==> config.mk <==
export PLATFORM = sky130hd
export DESIGN_NAME = pipe_ctrl
export DESIGN_NICKNAME = d
export VERILOG_FILES = /design/src/rtl/pipe_ctrl.sv
export SDC_FILE = /design/constraint.sdc
export NUM_CORES = 1
export LEC_CHECK = 0
export CORE_AREA = 3 3 40 42
export CTS_BUF_LIST = sky130_fd_sc_hd__clkbuf_8 sky130_fd_sc_hd__clkbuf_16
export DETAILED_ROUTE_END_ITERATION = 6
export DIE_AREA = 0 0 43 45
export HOLD_SLACK_MARGIN = 0.08
export MAX_ROUTING_LAYER = met4
export PLACE_DENSITY_LB_ADDON = 0.25
export RECOVER_POWER = 50
export SYNTH_ARGS = -nofsm -noshare
export SYNTH_HDL_FRONTEND = slang
export SYNTH_SLANG_ARGS = --single-unit
==> constraint.sdc <==
create_clock -name clk -period 1.6 [get_ports clk]
set_clock_uncertainty 0.2 [all_clocks]
set_input_delay 0.32 -clock clk [delete_from_list [all_inputs] [get_ports clk]]
set_output_delay 0.32 -clock clk [all_outputs]
set_load 0.1 [all_outputs]
==> src/rtl/pipe_ctrl.sv <==
// pipe_ctrl: central stall/flush scheduler for the 5-stage pipeline.
// Resolves hazard sources by fixed priority, sequences the multi-cycle
// divider in EX, and remembers a stale in-flight fetch after an exception.
module pipe_ctrl (
   input  logic clk,
   input  logic rst,
   input  logic i_stall,
   input  logic d_stall,
   input  logic load_use_hazardD,
   input  logic div_reqE,
   input  logic div_readyE,
   input  logic mispredictM,
   input  logic exceptM,
   output logic stallF,
   output logic stallD,
   output logic stallE,
   output logic stallM,
   output logic stallW,
   output logic flushD,
   output logic flushE,
   output logic flushM,
   output logic flushW,
   output logic div_start,
   output logic div_abort,
   output logic fetch_discard
);

   typedef enum logic [1:0] {
      IDLE     = 2'd0,
      DIV_RUN  = 2'd1,
      DIV_DONE = 2'd2
   } state_t;

   state_t state_q;
   logic   fd_q;

   logic exc_fire, gstall, div_stall, fd_clr;

   // Exceptions commit only once the M-stage data access has finished.
   assign exc_fire  = exceptM & ~d_stall;
   assign gstall    = i_stall | d_stall;
   assign div_stall = ((state_q == IDLE) & div_reqE) |
                      ((state_q == DIV_RUN) & ~div_readyE);
   // The stale fetch lands in IF/ID the cycle the fetch bus frees up.
   assign fd_clr    = fd_q & ~i_stall;

   // Launch only when nothing of higher priority owns the pipeline this cycle.
   assign div_start = ~rst & (state_q == IDLE) & div_reqE &
                      ~exc_fire & ~gstall & ~mispredictM;
   assign div_abort = ~rst & exc_fire & (state_q == DIV_RUN);
   assign fetch_discard = ~rst & (fd_q | (exc_fire & i_stall));

   // Priority-resolved stall/flush vector; flushes always override stalls.
   always_comb begin
      stallF = 1'b0; stallD = 1'b0; stallE = 1'b0; stallM = 1'b0; stallW = 1'b0;
      flushD = 1'b0; flushE = 1'b0; flushM = 1'b0; flushW = 1'b0;
      if (!rst) begin
         if (exc_fire) begin
            flushD = 1'b1; flushE = 1'b1; flushM = 1'b1; flushW = 1'b1;
         end else if (gstall) begin
            stallF = 1'b1; stallD = 1'b1; stallE = 1'b1; stallM = 1'b1; stallW = 1'b1;
         end else if (mispredictM) begin
            flushD = 1'b1;
            if (div_stall) begin
               stallE = 1'b1;
               flushM = 1'b1;
            end
         end else if (div_stall) begin
            stallF = 1'b1; stallD = 1'b1; stallE = 1'b1;
            flushM = 1'b1;
         end else if (load_use_hazardD) begin
            stallF = 1'b1; stallD = 1'b1;
            flushE = 1'b1;
         end
         if (fd_clr) flushD = 1'b1;
         stallD = stallD & ~flushD;
         stallE = stallE & ~flushE;
         stallM = stallM & ~flushM;
         stallW = stallW & ~flushW;
      end
   end

   // Divider sequencer and stale-fetch flag.
   always_ff @(posedge clk) begin
      if (rst) begin
         state_q <= IDLE;
         fd_q    <= 1'b0;
      end else begin
         if (exc_fire) begin
            state_q <= IDLE;
         end else begin
            case (state_q)
               IDLE:     if (div_start) state_q <= DIV_RUN;
               DIV_RUN:  if (div_readyE) state_q <= gstall ? DIV_DONE : IDLE;
               DIV_DONE: if (!stallE) state_q <= IDLE;
               default:  state_q <= IDLE;
            endcase
         end
         if (exc_fire && i_stall) fd_q <= 1'b1;
         else if (fd_clr)         fd_q <= 1'b0;
      end
   end

endmodule

==> results.json <==
{
  "crit_fanout": 3,
  "synth_nets": 49,
  "synth.top_cell.area_share_pct": 20.60,
  "synth.avg_cell_area_sq_um": 7.288,
  "final_layout_size_suffix_gt1_share_pct": 84.34,
  "track_usage_pct": 19.19,
  "syn_to_final_growth_pct": 259.7,
  "p_leak_nw": 0.4381,
  "diodes": 0,
  "worstSkewPairLatency_ns": 0.21,
  "stdcell_area_sq_um": 1049,
  "syn_inst": 40,
  "placed_cell_area_sq_um": 870.8,
  "cts_tree": "built",
  "ff2ff_path_depth": 5,
  "dp_hpwl_um": 1033,
  "die_y_um": 45,
  "grt_pass1_wl_um": 2628,
  "crit_start": "state_q[0]",
  "die_area_sq_um": 1935,
  "hold_class": "input port to register",
  "port_buffers": 20,
  "status": "finished with violations",
  "finish.net_count": 93,
  "critical_path.cell_chain": "and2_4 > or3_4 > a41o_4 > buf_12",
  "ant_nets": 0,
  "grt_max_degree": 7,
  "worstSetupEndpoint": "flushE",
  "synth-main-ff-cell": "dfxtp_1",
  "die_w_um": 43,
  "drc": 0,
  "drt_wl_total_um": 1502,
  "start_util_pct": 22.69,
  "yosysTopAreaCell": "dfxtp_1",
  "yosysSeqAreaShare_pct": 20.60,
  "cts_made_buffers": 3,
  "async_flop_share_pct": 0,
  "crit_required_ns": 1.08,
  "clock-sinks": 3,
  "synthDistinctLibCells": 24,
  "r2r-start": "state_q[1]",
  "clk_pin_slew_worst_paths_ns": 0.03,
  "vias_per_cell": 5.020,
  "violations": "negative setup slack",
  "n_fill_cell": 75,
  "cts.path.max_buffers": 2,
  "setup_violations": 8,
  "final_cells": 98,
  "htreeDepth": 1,
  "netlist_top_cells_count": "5 x a21oi_1, 5 x nand2b_1, 5 x nor2_1",
  "hold_slack_ns": 0.2175,
  "rows": 13,
  "dp_cells": 92,
  "netlist_area_sq_um": 291.5,
  "worst_pin_slew_ns": 0.2918,
  "r2r_slack_ns": 0.06,
  "criticalPathCategory": "register to output port",
  "regToRegEndpoint": "state_q[0]",
  "p_per_area_nw_per_um2": 604.8,
  "setup_slack_ns": -0.3743,
  "netlist_top_cells_area": "dfxtp_1 21%, nand2b_1 11%, a21oi_1 8.6%",
  "finalMaxSlewViolations": 0,
  "grt.overflow.total": 0,
  "critical_path_arrival_ns": 1.45,
  "cpPeakStageDelay_ns": 0.37,
  "synth_edf_count": 0,
  "antenna_found_initial": 0,
  "coreArea_sq_um": 1285,
  "rsz0062_at_grt": "true",
  "wire_per_inst_um": 15.33,
  "relSlewSlack_pct": 80.46,
  "vdd_ir_drop_max_v": 0.0004492,
  "fin_crit_ns": 1.974,
  "seqCellArea_sq_um": 65.06,
  "post-route-period-util_pct": 123.4,
  "yosysWarnings": 0,
  "hold_viol_final": 0,
  "cap_violations": 0,
  "grt_pass1_vias": 550,
  "cts-root-buf": "clkbuf_8",
  "critPathLaunchType": "register",
  "timing.fmax_mhz": 506.5,
  "ys_ff_latch": 3,
  "multiInputGateArea_sq_um": 417.9,
  "routed-via-count": 492,
  "io_pins": 21,
  "firstDrtPassIters": 1,
  "place_congestion": 0.7945,
  "initialDrtViolationCount": 0,
  "crit_path_end_kind": "output port",
  "crit_slowest_cell": "or3_4"
}
[final cells by class]
class | count | share of cell area [%]
Clock buffer | 3 | 3.938
Clock inverter | 1 | 0.3580
Inverter | 1 | 0.3580
Multi-Input combinational cell | 35 | 39.86
Sequential cell | 3 | 6.205
Tap cell | 15 | 1.790
Timing Repair Buffer | 40 | 47.49
[per-layer routing]
layer  part of all wire, %  GRT usage, %
met4                   1.5         8.434
met5                     0             -
met3                   4.0         1.992
met1                    44         22.84
met2                    51         32.93
[critical path, delay by kind of cell (launching register included)]
family	cells	cell delay [ns]
DFF	1	0.32
AOI/OAI and AO/OA	1	0.24
and+or+nand+nor	2	0.51
buffers and inverters	1	0.16
[flip-flops by register name, summed over array words and instances, names as in the netlist]
signal   count
fd_q         1
state_q      2
[repair_timing]
action	CTS	global route
gates resized for setup	57	4
pin swaps	13	6
hold buffers	0	0
buffers inserted	2	0
endpoints found under the setup margin	13	10
[worst min path at each step]
stage / startpoint / endpoint / cells after the start / slack, ns
after floorplan: i_stall / fd_q / 1 / 0.24
after global placement: state_q[0] / state_q[1] / 3 / 0.44
after detailed placement: state_q[0] / state_q[1] / 3 / 0.44
after CTS: div_readyE / state_q[1] / 3 / 0.20
after global routing: div_readyE / state_q[0] / 3 / 0.26
final: div_readyE / state_q[1] / 3 / 0.22
[where the power goes]
group          switching (mW)  internal (mW)  total (mW)
sequential            0.00167         0.0755      0.0772
clock                  0.0477          0.163       0.211
combinational           0.199          0.147       0.346
total                   0.248          0.386       0.634
[cells in the final DEF, fill, tap and decap left out, types with 2 or more instances in the layout]
cell type      instances
nand2b_4               3
buf_6                  8
buf_4                 14
nor2b_4                2
dlygate4sd2_1          2
buf_2                  2
nor2_1                 2
nor2_4                 2
clkbuf_8               3
a21oi_4                4
buf_12                13
or3_4                  2
nor4b_4                2
[cells by family (layout without fill, tap and decap cells)]
logic type | Yosys count | in the layout | share of synthesized area, %
flip-flops | 3 | 3 | 20.60
AND/OR/NAND/NOR | 23 | 23 | 50.65
buffers and inverters | 2 | 45 | 2.573
AO/OA/AOI/OAI | 12 | 12 | 26.18
[through the flow]
stage               util (%)  power (mW)  setup TNS, ns  setup WS (ns)
floorplan                  -      0.2603         -3.517        -0.4919
global placement       67.77      0.3880         -6.820        -0.6632
detailed placement     67.77      0.3903         -7.106        -0.6786
CTS                    80.43      0.6364         -2.109        -0.4178
global route           81.60      0.6627         -2.278        -0.3959
finish                 81.60      0.6341         -2.013        -0.3743
Power figures use the tool's default switching activity.
